### config.mk
export PLATFORM = sky130hd
export DESIGN_NAME = generic_sc_fifo_ext
export DESIGN_NICKNAME = d
export VERILOG_FILES = /design/src/rtl/fifo_pkg.sv /design/src/rtl/sc_fifo_ram.sv /design/src/rtl/generic_sc_fifo_ext.sv
export SDC_FILE = /design/constraint.sdc
export NUM_CORES = 1
export LEC_CHECK = 0
export ABC_AREA = 1
export ABC_CLOCK_PERIOD_IN_PS = 2500
export BUFFER_PORTS_ARGS = -buffer_cell sky130_fd_sc_hd__buf_2
export CAP_MARGIN = 20
export CORE_MARGIN = 3
export CORE_UTILIZATION = 55
export DETAILED_ROUTE_END_ITERATION = 10
export PLACE_DENSITY_LB_ADDON = 0.1
export SLEW_MARGIN = 25
export SYNTH_ARGS = -nofsm -noshare
export SYNTH_HDL_FRONTEND = slang
export SYNTH_HIERARCHICAL = 1
export SYNTH_SLANG_ARGS = --single-unit
### constraint.sdc
create_clock -name clk_i -period 2.5 [get_ports clk_i]
set_input_delay 0 -clock clk_i [delete_from_list [all_inputs] [get_ports clk_i]]
set_output_delay 0 -clock clk_i [all_outputs]
set_load 0.02 [all_outputs]
### src/rtl/fifo_pkg.sv
// Shared definitions for the single-clock FIFO family: read-mode selectors
// and the pointer-width helper used by the FIFO and its storage array.
package fifo_pkg;

  localparam int FIFO_NORMAL    = 0;
  localparam int FIFO_SHOWAHEAD = 1;

  // Pointers carry one extra wrap bit above the address so that a full
  // FIFO can be told apart from an empty one.
  function automatic int ptr_w(input int addr_w);
    return addr_w + 1;
  endfunction

endpackage

### src/rtl/sc_fifo_ram.sv
// Simple dual-port storage array for generic_sc_fifo_ext.
// One write port. The read port is either registered (normal mode) or a
// combinational read of the addressed word (show-ahead mode).
module sc_fifo_ram
  import fifo_pkg::*;
#(
  parameter int ADDR_W    = 5,
  parameter int DATA_W    = 8,
  parameter int SHOWAHEAD = FIFO_NORMAL
) (
  input  logic              clk_i,
  input  logic              rst_i,
  input  logic              wr_en_i,
  input  logic [ADDR_W-1:0] wr_addr_i,
  input  logic [DATA_W-1:0] wr_data_i,
  input  logic              rd_en_i,
  input  logic [ADDR_W-1:0] rd_addr_i,
  output logic [DATA_W-1:0] rd_data_o
);

  logic [DATA_W-1:0] mem [2**ADDR_W];

  // Storage write; contents are deliberately left uninitialised on reset.
  always_ff @(posedge clk_i) begin
    if (wr_en_i) mem[wr_addr_i] <= wr_data_i;
  end

  if (SHOWAHEAD == FIFO_SHOWAHEAD) begin : g_comb_rd
    // Read port control inputs are not needed when the head word is
    // presented continuously.
    logic unused_rd_ctrl;
    assign unused_rd_ctrl = rst_i | rd_en_i;
    assign rd_data_o = mem[rd_addr_i];
  end else begin : g_reg_rd
    logic [DATA_W-1:0] rd_q;

    // Registered read: captures the popped word on the accepting edge and
    // holds it otherwise. Read-before-write when addresses collide.
    always_ff @(posedge clk_i or posedge rst_i) begin
      if (rst_i)        rd_q <= '0;
      else if (rd_en_i) rd_q <= mem[rd_addr_i];
    end
    assign rd_data_o = rd_q;
  end

endmodule

### src/rtl/generic_sc_fifo_ext.sv
// Single-clock FIFO with selectable normal / show-ahead read mode,
// programmable almost-full / almost-empty thresholds, sticky overflow and
// underflow flags, and a synchronous flush.
module generic_sc_fifo_ext
  import fifo_pkg::*;
#(
  parameter int ADDR_W    = 5,
  parameter int DATA_W    = 8,
  parameter int SHOWAHEAD = FIFO_NORMAL,
  parameter int AF_LEVEL  = 2**ADDR_W - 2,
  parameter int AE_LEVEL  = 2
) (
  input  logic              clk_i,
  input  logic              rst_i,
  input  logic              clr_i,
  input  logic              wr_en_i,
  input  logic [DATA_W-1:0] data_i,
  input  logic              rd_en_i,
  output logic [DATA_W-1:0] data_o,
  output logic [ADDR_W:0]   usedw_o,
  output logic              empty_o,
  output logic              full_o,
  output logic              almost_empty_o,
  output logic              almost_full_o,
  output logic              overflow_o,
  output logic              underflow_o
);

  localparam int PW = ptr_w(ADDR_W);

  if (ADDR_W < 1 || DATA_W < 1 || AE_LEVEL < 0 || AE_LEVEL >= AF_LEVEL ||
      AF_LEVEL > 2**ADDR_W ||
      (SHOWAHEAD != FIFO_NORMAL && SHOWAHEAD != FIFO_SHOWAHEAD)) begin : g_param_err
    $fatal(1, "generic_sc_fifo_ext: illegal parameter combination");
  end

  logic [PW-1:0]     wr_ptr_q;
  logic [PW-1:0]     rd_ptr_q;
  logic [PW-1:0]     usedw;
  logic              overflow_q;
  logic              underflow_q;
  logic              rd_acc;
  logic              wr_acc;
  logic [DATA_W-1:0] ram_rd_data;

  // Occupancy is the modular pointer difference, so it is a pure function
  // of registered state and moves on the same edge as the pointers.
  assign usedw          = wr_ptr_q - rd_ptr_q;
  assign usedw_o        = usedw;
  assign empty_o        = (usedw == '0);
  assign full_o         = usedw[ADDR_W];
  assign almost_empty_o = (int'(usedw) <= AE_LEVEL);
  assign almost_full_o  = (int'(usedw) >= AF_LEVEL);
  assign overflow_o     = overflow_q;
  assign underflow_o    = underflow_q;

  // Accept logic: a write into a full FIFO is allowed when a read frees a
  // slot on the same edge; flush suppresses both operations.
  always_comb begin
    rd_acc = rd_en_i & ~empty_o & ~clr_i;
    wr_acc = wr_en_i & (~full_o | (rd_en_i & ~empty_o)) & ~clr_i;
  end

  // Pointer and sticky error flag state.
  always_ff @(posedge clk_i or posedge rst_i) begin
    if (rst_i) begin
      wr_ptr_q    <= '0;
      rd_ptr_q    <= '0;
      overflow_q  <= 1'b0;
      underflow_q <= 1'b0;
    end else if (clr_i) begin
      wr_ptr_q    <= '0;
      rd_ptr_q    <= '0;
      overflow_q  <= 1'b0;
      underflow_q <= 1'b0;
    end else begin
      if (wr_acc) wr_ptr_q <= wr_ptr_q + 1'b1;
      if (rd_acc) rd_ptr_q <= rd_ptr_q + 1'b1;
      if (wr_en_i && full_o && !(rd_en_i && !empty_o)) overflow_q <= 1'b1;
      if (rd_en_i && empty_o) underflow_q <= 1'b1;
    end
  end

  sc_fifo_ram #(
    .ADDR_W    (ADDR_W),
    .DATA_W    (DATA_W),
    .SHOWAHEAD (SHOWAHEAD)
  ) u_ram (
    .clk_i     (clk_i),
    .rst_i     (rst_i),
    .wr_en_i   (wr_acc),
    .wr_addr_i (wr_ptr_q[ADDR_W-1:0]),
    .wr_data_i (data_i),
    .rd_en_i   (rd_acc),
    .rd_addr_i (rd_ptr_q[ADDR_W-1:0]),
    .rd_data_o (ram_rd_data)
  );

  if (SHOWAHEAD == FIFO_SHOWAHEAD) begin : g_sa_out
    // Memory is not cleared by reset, so the head word is masked while
    // empty to give a defined zero after reset.
    assign data_o = empty_o ? '0 : ram_rd_data;
  end else begin : g_nm_out
    assign data_o = ram_rd_data;
  end

endmodule

* Yosys cells after proc, flatten, opt, wreduce, memory -nomap -nowiden
Memories as Yosys holds them, arrays and structs flattened. A register that Yosys moved wholly into a read port is not among the register bits.
Cells that the tools add are included.
** Word-level totals
- Flip-flop bits (word level) :: 14
- RAM bits :: 256
- Bits of input ports :: 13
- Output and inout port bits :: 20
- Logic and storage cells :: 39
- Memories kept :: 1
** Memory list
- u_ram.mem :: words 32, width 8, rd ports 1, clocked after Yosys merged registers in 1, wr ports 1, line sc_fifo_ram.sv:21 : logic [DATA_W-1:0] mem [2**ADDR_W];
** Operators by class
- Add/subtract/negate cells :: 3
- $lt $le $gt $ge :: 2
- Multiplexer cells :: 10
- Bitwise operators :: 8
- Reduce and logical (&&, ||, !) cells :: 11
** Operators with widths (number)
- $mux 6 :: 4
- $add 6x1->6 const B :: 2
- $reduce_bool 2->1 :: 4
- $ge 6x5->1 const B :: 1
- $le 6x2->1 const B :: 1
- $logic_not 6->1 :: 1
- $mux 1 :: 6
- $sub 6x6->6 :: 1
- $and 1x1->1 :: 4
- $logic_and 1x1->1 :: 4
- $not 1->1 :: 3
- $logic_not 1->1 :: 2
- $or 1x1->1 :: 1

* Depth between registers and ports, before layout
Gate-level depths: netlist (run 1).
- Word-level depth :: 9
- Gate-level depth with buffers :: 15

* Hierarchy
The synthesis (run 1) kept the hierarchy.
** Modules (own cells, without submodules)
- sc_fifo_ram :: instances 1, cells an instance 925, area each 10866.7 um^2
- generic_sc_fifo_ext :: instances 1, cells an instance 156, area each 1129.8 um^2

* Least setup slack after synthesis (run 1)
OpenSTA, ideal clock, no wires.
- Path kind :: flip-flop to flip-flop
- From :: reg wr_ptr_q[3]
- To :: mem u_ram.mem[11][0] (enable)
- Arrival time :: 2220 ps
- Data required time :: 2130 ps
- Setup slack :: -90 ps
- Cell stages (with the launch flop) :: 12
- Buffers on the path :: 0
- Period minus slack after synthesis :: 2590 ps
- Cells stage by stage :: dfrtp_1 > ha_1 > nand2_1 > nor2_1 > nand2_1 > nand3_1 > nand2_1 > nand2_2 > o21ai_4 > nor2_2 > nand3_1 > nor2_1
** On the way
- Longest elaborated chain between the ends :: 9
** RTL lines
- start, declared :: line generic_sc_fifo_ext.sv:37 : logic [PW-1:0] wr_ptr_q;
- start signal, assigned :: line generic_sc_fifo_ext.sv:77 : if (wr_acc) wr_ptr_q <= wr_ptr_q + 1'b1;
- $sub 6x6->6 (*) :: line generic_sc_fifo_ext.sv:48 : assign usedw = wr_ptr_q - rd_ptr_q;
- $logic_not 6->1 :: line generic_sc_fifo_ext.sv:50 : assign empty_o = (usedw == '0);
- $not 1->1 :: line generic_sc_fifo_ext.sv:61 : wr_acc = wr_en_i & (~full_o | (rd_en_i & ~empty_o)) & ~clr_i;
- $and 1x1->1 :: line generic_sc_fifo_ext.sv:61
- $or 1x1->1 (*) :: line generic_sc_fifo_ext.sv:61
- $and 1x1->1 (*) (2 in series) :: line generic_sc_fifo_ext.sv:61
- net wr_acc :: line generic_sc_fifo_ext.sv:43 : logic wr_acc;
- $mux 1 (*) :: line sc_fifo_ram.sv:25 : if (wr_en_i) mem[wr_addr_i] <= wr_data_i;
- $mux 1 (not written as such) (*) :: line sc_fifo_ram.sv:25
- end, declared :: line sc_fifo_ram.sv:21
Mark *: on every way through the listed nets, which the timed path passes. The rest lies on a longest branch.

* Worst setup path after layout (run 1)
- From :: reg rd_ptr_q[0]
- To :: out empty_o
** On the way
- Longest elaborated chain between the ends :: 2
** RTL lines
- start, declared :: line generic_sc_fifo_ext.sv:38 : logic [PW-1:0] rd_ptr_q;
- start signal, assigned :: line generic_sc_fifo_ext.sv:78 : if (rd_acc) rd_ptr_q <= rd_ptr_q + 1'b1;
- $sub 6x6->6 :: line generic_sc_fifo_ext.sv:48
- $logic_not 6->1 :: line generic_sc_fifo_ext.sv:50
- end, declared :: line generic_sc_fifo_ext.sv:21 : output logic empty_o,
No other way between the ends.

==> out/metrics.yaml, run 1 <==
status: "completed"
start_util_pct: 56.5
rows: 53
fin_setup_tns_ns: 0
mappedNetlistArea_sq_um: 12000
wl_per_cell_microns: 18.8
num-fill-cells: 1706
tightest_slew_ns: 0.820
rsz0062_at_grt: "true"
cts.clk_slew.worst_paths_ns: 0.06
hpwl_mm: 16.3
clk_latency_ns: 0.53
hp-class: "primary input to register"
worstPathArrival_ns: 2.49
worstSetupPathType: "register to primary output"
cts.sinks: 278
fmax_mhz: 401
core_area_sq_um: 21200
boundaryPins: 33
diodes: 0
critPathMaxFanout: 8
grt_antenna_before_repair: 0
drt_first_pass_iters: 5
drc: 0
cts_buffers: 28
avgSynthCellArea_sq_um: 11.1
cp-end-kind: "primary output"
clock-root-buffer: "clkbuf_16"
grt_use_total_pct: 23.1
seq_area_frac_synth_pct: 68.7
met1_length_mm: 12.4
grt-ovfl-total: 0
slew_headroom_pct: 45.3
report.final.slew_viol_count: 0
finalPower_w: 0.0143
synthCells: 1081
met2_wirelength_mm: 12.7
seqCellArea_sq_um: 8240
highest_layer: "met4"
portBuffers: 32
layout_commonest_cell: "nand2_1"
fin_nets: 1176
synth_fp_nets: 1102
cts_buffer_depth: 3
maxCapViolations: 0
grt_pass1_wl_mm: 43.2
die_w_microns: 154
grt_max_degree: 134
fp.dieH_microns: 154
finalCritPeriodShare_pct: 99.7
max-vdd-ir-drop_uv: 1420
skew_ns: 0.0100
hold_viol_final: 0
ant_nets: 0
fin_crit_ns: 2.49
place.gp.congestion: 0.867
vias: 8032
via_per_inst: 5.53
setup_viol: 0
cts_tree: "yes"
drive_gt1_share_pct: 14.8
cp.required_ns: 2.50
synthDistinctLibCells: 29
area_growth_pct: 15.0
p_per_area_nw_per_um2: 1040
drtIter0Drc: 759
die_area_sq_um: 23600
routed_wl_mm: 27.3
power_leakage_nw: 5.33
place_area_sq_um: 12600
multi_input_area_sq_um: 3270
wl_met3_mm: 1.48
fin_area_sq_um: 13800
grt_pass1_vias: 7718
final_cell_mix: "nand2_1 (374), edfxtp_1 (256), nand3_1 (247)"
cts-htree-levels: 1
crit_path_start_kind: "register"
ys_seq_elements: 278
ys.warnings.count: 6
-- flip-flops by register name, indices dropped and copies added (netlist names) --
| register | count |
|---|---|
| overflow_o | 1 |
| rd_ptr_q | 6 |
| u_ram/mem | 256 |
| u_ram/rd_data_o | 8 |
| underflow_o | 1 |
| wr_ptr_q | 6 |
-- report_power, final --
part	switching (W)	internal, W	leakage, nW
Clock	0.00169	0.00256	0.468
Sequential	0.000113	0.00523	2.59
Combinational	0.00320	0.00152	2.27
Total	0.00500	0.00931	5.33
-- per-layer routing --
layer  track usage (%)  vias up
met5                 0        -
met4              6.64        0
met3              2.50       55
met2              35.9      238
met1              35.2     3858
li1                  -     3881
-- what timing repair did --
item,CTS,global route
hold buffers,5,0
endpoints found under the hold margin,44,0
buffers inserted,3,2
resized for setup,4,43
pin swaps,5,2
setup endpoints to repair,10,266
-- kinds of logic after synthesis --
group	count (synthesis)	synth area share, %
flip-flops	278	68.7
buffers and inverters	97	4.86
XOR/XNOR	9	0.720
AO/OA/AOI/OAI	8	0.480
AND/OR/NAND/NOR	681	24.4
adder cells (fa/ha/maj)	8	0.897
-- path summary, 6_finish.rpt --
check                             from                 end  slack [ns]  cells after the start
min in group asynchronous        rst_i         wr_ptr_q[4]        0.10                      3
min                          data_i[5]     u_ram/mem[3][5]        0.01                      1
max in group asynchronous        rst_i  u_ram/rd_data_o[3]        1.69                      4
max                        rd_ptr_q[0]             empty_o       0.009                      8
max reg2reg                rd_ptr_q[0]  u_ram/rd_data_o[1]        0.11                     11
min reg2reg                 overflow_o          overflow_o        0.48                      2
-- cell type report --
type / instances / share of cell area [%]
sequential: 278 / 59.8
clock buffer: 41 / 6.18
multi-input combinational: 706 / 23.7
tap: 275 / 2.49
timing repair buffer: 102 / 5.98
inverter: 39 / 1.08
clock inverter: 11 / 0.798
-- metrics by stage --
step / util, % / setup WS, ns / std cells / hold slack (ns)
2_1_floorplan: - / -0.0903 / 1081 / -0.184
3_3_place_gp: 59.3 / -0.0730 / 1391 / 0.000929
3_5_place_dp: 59.3 / -0.173 / 1391 / 0.00247
4_1_cts: 64.2 / 0.0138 / 1450 / 0.00998
5_1_grt: 65.0 / -0.123 / 1452 / 0.0361
6_report: 65.0 / 0.00853 / 1452 / 0.0125
-- worst max-delay path, cell delays in order (launching register included) --
cell and delay (ns):
dfrtp_4 0.50, ha_4 0.17, fa_2 0.35, xor2_1 0.25, nand3_2 0.15, nor2_4 0.17
nand3_4 0.14, inv_1 0.09, buf_4 0.14
-- Yosys cell counts (all sizes together) --
library cell	instances	area share [%]
a21oi	4	0.17
buf	49	3.4
clkbuf	9	0.28
dfrtp	22	4.6
edfxtp	256	64
fa	1	0.17
ha	7	0.73
inv	39	1.2
nand2	377	12
nand3	249	10
nand4	9	0.47
nor2	44	1.4
nor3	1	0.042
nor4	1	0.052
o21ai	3	0.25
o31ai	1	0.063
xnor2	2	0.15
xor2	7	0.57
No activity file was read; power rests on OpenSTA's default activity.
==> run 2, diff against run 1 <==
Settings changed: SETUP_SLACK_MARGIN set to 0.5.
==> run 2 against run 1 <==
The flow now finishes with violations (negative setup slack). Largest cell class unchanged. Worst setup slack got worse by 0.10 ns. First-iteration DRC count shrank 11%. Largest power group is now combinational logic. Sequential power barely moved. Hold slack better by 0.016 ns. Register-to-register slack worse by 0.20 ns. Clock power grew 4%.
==> out/metrics.yaml, run 2 (same netlist as run 1, synthesis figures left out) <==
status: "finished with violations"
violations: "negative setup slack"
hpwl_mm: 16.1  # -1.1%
power_leakage_nw: 5.51  # +3.4%
fin_setup_tns_ns: -0.122  # -0.122 ns
r2r-end: "underflow_o"
drive_gt1_share_pct: 21.2  # +6.5 points
top_register: "u_ram/mem"
drt_first_pass_iters: 5  # unchanged
setup_slack_ns: -0.0943  # -0.103 ns
cp.required_ns: 2.95  # +0.45 ns
layout_commonest_cell: "nand2_1"
portBuffers: 32  # unchanged
ant_nets: 0  # unchanged
drc: 0  # unchanged
setup_viol: 2  # +2
clk_latency_ns: 0.54  # about the same
maxCapViolations: 0  # unchanged
hp-class: "primary input to register"
grt_max_degree: 74  # -45%
cts.clk_slew.worst_paths_ns: 0.06  # about the same
area_growth_pct: 21.7
vias: 8272  # +3.0%
rsz0062_at_grt: "true"
finalCritPeriodShare_pct: 104  # +4.1 points
clock-root-buffer: "clkbuf_16"
fin_crit_ns: 2.59  # +0.103 ns
p_switching_w: 0.00572  # +14%
p_seq_share_pct: 33.2  # -4.1 points
core_area_sq_um: 21200  # unchanged
cts-htree-levels: 1  # unchanged
drtIter0Drc: 673  # -11%
skew_ns: 0.0130  # +0.00301 ns
max-vdd-ir-drop_uv: 1870  # +32%
worst_hold_slack_ns: 0.0286  # +0.0161 ns
crit_path_start_kind: "register"
cts.sinks: 278  # unchanged
largest_reg_flops: 256  # unchanged
min_to: "u_ram/mem[22][0]"
cts_buffer_depth: 3  # unchanged
worstSetupPathType: "register to register"
routed_wl_mm: 29.2  # +7.0%
reg2regPathDepth: 14  # +3
grt-ovfl-total: 0  # unchanged
cts_buffers: 29  # +3.6%
clockPowerShare_pct: 27.5  # -2.2 points
worstPathArrival_ns: 3.04  # +0.55 ns
cp-end-kind: "register"
cellInternalPower_w: 0.0104  # +12%
combPwrFrac_pct: 39.3  # +6.3 points
via_per_inst: 5.64  # +2.0%
netSwitchingFraction_pct: 35.5  # +0.54 points
diodes: 0  # unchanged
die_w_microns: 154  # unchanged
report.final.slew_viol_count: 0  # unchanged
hold_viol_final: 0  # unchanged
die_area_sq_um: 23600  # unchanged
min_from: "data_i[0]"
slew_headroom_pct: 44.1  # -1.2 points
start_util_pct: 56.5  # unchanged
boundaryPins: 33  # unchanged
grt_pass1_vias: 8063  # +4.5%
critPathMaxFanout: 2  # -6
p_per_area_nw_per_um2: 1100  # +6.5%
fp.dieH_microns: 154  # unchanged
final_cell_mix: "nand2_1 (370), edfxtp_1 (256), nand3_1 (227)"
wl_per_cell_microns: 19.9  # +6.0%
fmax_mhz: 385  # -4.0%
cts_tree: "yes"
tightest_slew_ns: 0.838  # +0.0176 ns
rrSetupSlack_ns: -0.09  # -0.20 ns
r2r_start: "rd_ptr_q[0]"
rows: 53  # unchanged
num-fill-cells: 1524  # -11%
grt_pass1_wl_mm: 45.1  # +4.6%
fin_nets: 1190  # +1.2%
place.gp.congestion: 0.818  # -5.7%
grt_antenna_before_repair: 0  # unchanged
grt_use_total_pct: 24.4  # +1.3 points
min_path_cells: 1  # unchanged
-- run 2: cell types whose count changed in the layout (fill, tap and decap cells not counted), moves of 12 or more --
cell	previous run	this run
buf_4	44	30
nor2_4	4	35
nand3_2	1	18
nand3_1	247	227
nor2_1	28	9
nor2_2	12	0
buf_6	19	42
-- run 2: power by group through the flow --
stage	logic [W]	clock network, W	registers (W)
finish	0.00634	0.00443	0.00535
global route	0.00686	0.00468	0.00535
CTS	0.00578	0.00449	0.00534
detailed placement	0.00455	0	0.00543
global placement	0.00451	0	0.00543
floorplan	0.00333	0	0.00550
-- run 2: worst max-delay path, cell delays in order, from the launching register on --
cell,delay (ns)
dfrtp_4,0.49
ha_4,0.17
fa_2,0.37
xor2_2,0.18
nand3_2,0.13
nor2_4,0.18
buf_4,0.13
buf_6,0.09
buf_6,0.09
buf_6,0.09
buf_6,0.08
buf_6,0.08
buf_6,0.07
nand4_1,0.11
a21oi_1,0.23
-- run 2: layer usage --
layer	vias up	wire (microns)	GRT usage (%)
met2	304	14200	39.7
met3	60	1980	4.22
met4	0	864	7.82
met1	3995	12200	34.0
li1	3913	-	-
met5	-	0	0
-- run 2: how the worst max path moves through the flow --
stage	slack (ns)	endpoint	depth (start not counted)	startpoint
after global placement	-0.12	u_ram/rd_data_o[1]	11	rd_ptr_q[0]
final	-0.09	underflow_o	14	rd_ptr_q[0]
after global routing	-0.15	underflow_o	14	rd_ptr_q[0]
after floorplan	0.03	u_ram/mem[17][0]	11	wr_ptr_q[3]
after detailed placement	-0.20	u_ram/rd_data_o[6]	11	rd_ptr_q[0]
after CTS	-0.03	almost_empty_o	8	rd_ptr_q[0]
-- run 2: what timing repair did --
item,4_1_cts,5_1_grt
setup endpoints to repair,280,280
buffers inserted,25,4
resized for setup,144,27
gates cloned,1,0
pin swaps,43,24
hold endpoints to repair,36,0
hold buffers,5,0
-- run 2: metrics by stage --
stage	utilization, %	instances	area [sq um]	power, W	setup slack [ns]
6_report	68.8	1466	14600	0.0161	-0.0943
5_1_grt	68.8	1466	14600	0.0169	-0.154
4_1_cts	68.1	1462	14500	0.0156	-0.0307
3_5_place_dp	59.4	1378	12600	0.00998	-0.203
3_3_place_gp	59.4	1378	12600	0.00994	-0.120
2_1_floorplan	-	1081	12100	0.00884	0.0347
-- run 2: final cells by class --
type | instances | area, sq um | share of cell area (%)
Multi-Input combinational cell | 706 | 3690 | 25.3
Tap cell | 275 | 344 | 2.36
Sequential cell | 278 | 8250 | 56.5
Clock buffer | 33 | 761 | 5.21
Timing Repair Buffer | 115 | 1160 | 7.92
Inverter | 39 | 164 | 1.12
Clock inverter | 20 | 234 | 1.60
==> run 3, diff against run 2 <==
Settings changed: ABC_CLOCK_PERIOD_IN_PS 2500 to 3100, HOLD_SLACK_MARGIN set to 0.15, REMOVE_ABC_BUFFERS set to 1.
Clock period 2.5 ns to 3.1 ns, I/O delays scaled along.
==> run 3 against run 2 <==
The flow now finishes without violations. Via count barely moved. Power decreased by 28%. Final area down 4.9%. Sequential power down 19%. Clock skew grew 0.0039 ns. Die area did not move. Critical path type is now register to primary output. Largest cell class unchanged. Largest power group is now sequential cells.
==> out/metrics.yaml, run 3 (same netlist as run 1, synthesis figures left out) <==
status: "completed"
finalPower_w: 0.0117  # -28%
cts_buffer_depth: 3  # unchanged
area_growth_pct: 15.7
core_area_sq_um: 21200  # unchanged
drc: 0  # unchanged
worst_hold_slack_ns: 0.168  # +0.139 ns
cp-startpoint: "rd_ptr_q[0]"
finalNonFillerCells: 1444  # -1.5%
portBuffers: 32  # unchanged
clk_latency_ns: 0.54  # about the same
maxCapViolations: 0  # unchanged
critPathMaxFanout: 4  # +2
clock-root-buffer: "clkbuf_16"
drive_gt1_share_pct: 14.5  # -6.7 points
grt_pass1_wl_mm: 45.3  # +0.31%
fmax_mhz: 396
min_path_cells: 1  # unchanged
top_register: "u_ram/mem"
finalCritPeriodShare_pct: 81.4
rows: 53  # unchanged
vias: 8276  # +0.048%
grt_pass1_vias: 7646  # -5.2%
place_area_sq_um: 12400  # -1.9%
skew_ns: 0.0169  # +0.00389 ns
slowest_stage: "dfrtp_4"
cts.sinks: 278  # unchanged
fin_area_sq_um: 13900  # -4.9%
critPathMaxStageDelay_ns: 0.49  # about the same
cp.required_ns: 3.10  # +0.15 ns
grt_antenna_before_repair: 0  # unchanged
num-fill-cells: 1647  # +8.1%
reg2regPathDepth: 14  # unchanged
via_per_inst: 5.73  # +1.6%
placed_cells: 1366  # -0.87%
multi_input_area_sq_um: 3430  # -7.1%
power_leakage_nw: 5.27  # -4.3%
diodes: 0  # unchanged
die_w_microns: 154  # unchanged
crit_path_start_kind: "register"
p_per_area_nw_per_um2: 840  # -24%
start_util_pct: 56.5  # unchanged
grt_use_total_pct: 24.7  # +0.35 points
boundaryPins: 33  # unchanged
die_area_sq_um: 23600  # unchanged
hpwl_mm: 17.3  # +7.5%
path_depth: 7  # -7
fin_crit_ns: 2.52
cts_buffers: 28  # -3.4%
wl_per_cell_microns: 20.6  # +3.2%
r2r-end: "u_ram/mem[8][3]"
cts_tree: "yes"
rsz0062_at_grt: "true"
setup_viol: 0  # -2
slew_headroom_pct: 41.3  # -2.7 points
worstPathArrival_ns: 2.52  # -0.52 ns
grt-ovfl-total: 0  # unchanged
fin_nets: 1168  # -1.8%
worstSetupPathType: "register to primary output"
place.gp.congestion: 0.867  # +6.0%
largest_reg_flops: 256  # unchanged
cts.clk_slew.worst_paths_ns: 0.07  # about the same
grt_max_degree: 79  # +6.8%
hp-class: "primary input to register"
tightest_slew_ns: 0.880  # +0.0419 ns
drtIter0Drc: 1069  # +59%
crit_chain: "ha_1, fa_2, o21ai_2, xor2_2, inv_1, nor4_2, buf_4"
critPathCapture: "almost_empty_o"
cts-htree-levels: 1  # unchanged
layout_commonest_cell: "nand2_1"
report.final.slew_viol_count: 0  # unchanged
crit_buf_inv: 2  # -5
crit_family: "adder cells"
r2r_start: "rd_ptr_q[1]"
ant_nets: 0  # unchanged
final_cell_mix: "nand2_1 (374), edfxtp_1 (256), nand3_1 (243)"
seqCellArea_sq_um: 8250  # about the same
rrSetupSlack_ns: 0.62  # +0.71 ns
hold_viol_final: 0  # unchanged
cp-end-kind: "primary output"
drt_first_pass_iters: 5  # unchanged
max-vdd-ir-drop_uv: 1410  # -24%
routed_wl_mm: 29.7  # +1.6%
fp.dieH_microns: 154  # unchanged
[run 3: changes by cell type in the layout (fill, tap and decap cells not counted), moves of 4 or more]
cell	change
nand2_1	+4
nor2_2	+4
dlygate4sd3_1	+13
clkbuf_1	+4
inv_1	+7
inv_2	-6
buf_6	-38
nand3_1	+16
nand3_2	-14
buf_12	-5
nor2_4	-15
nor2_1	+11
nand2_2	-4
buf_2	+7
[run 3: how the worst min path moves through the flow]
stage | startpoint | endpoint | slack [ns]
after floorplan | rst_i | u_ram/rd_data_o[0] | -0.18
after global placement | rst_i | u_ram/rd_data_o[3] | -0.009
after detailed placement | rst_i | u_ram/rd_data_o[3] | 0.002
after CTS | rd_en_i | rd_ptr_q[4] | -0.18
after global routing | data_i[4] | u_ram/mem[25][4] | 0.18
final | data_i[4] | u_ram/mem[27][4] | 0.17
[run 3: timing repair]
| item | CTS | global route |
|---|---|---|
| hold buffers | 18 | 1 |
| setup buffers | 1 | 6 |
| pin swaps | 3 | 11 |
| resized for setup | 34 | 47 |
| endpoints found under the setup margin | 218 | 273 |
| hold endpoints to repair | 268 | 15 |
[run 3: layer usage]
| metal | vias to the layer above | part of all wire [%] | global-route usage (%) |
|---|---|---|---|
| met5 | - | 0 | 0 |
| met1 | 4005 | 43 | 37.2 |
| li1 | 3861 | - | - |
| met3 | 45 | 8.3 | 3.83 |
| met4 | 0 | 1.9 | 5.30 |
| met2 | 365 | 47 | 39.0 |
[run 3: layout make-up]
type                       instances  share of cell area (%)
sequential                       278                    59.4
multi-input combinational        706                    24.7
clock buffer                      37                    5.59
timing repair buffer              94                    5.43
tap                              275                    2.48
clock inverter                    15                    1.27
inverter                          39                    1.13
[run 3: metrics by stage]
step	utilization, %	setup TNS (ns)	setup slack [ns]
2_1_floorplan	-	-339.75	-1.44
3_3_place_gp	58.3	0	0.279
3_5_place_dp	58.3	0	0.193
4_1_cts	64.2	0	0.488
5_1_grt	65.4	0	0.409
6_report	65.4	0	0.575
[run 3: power breakdown]
group          total, W  internal, W  switching [W]
sequential      0.00431      0.00422      0.0000979
clock           0.00345      0.00209        0.00137
combinational   0.00389      0.00119        0.00270
total            0.0117      0.00750        0.00417
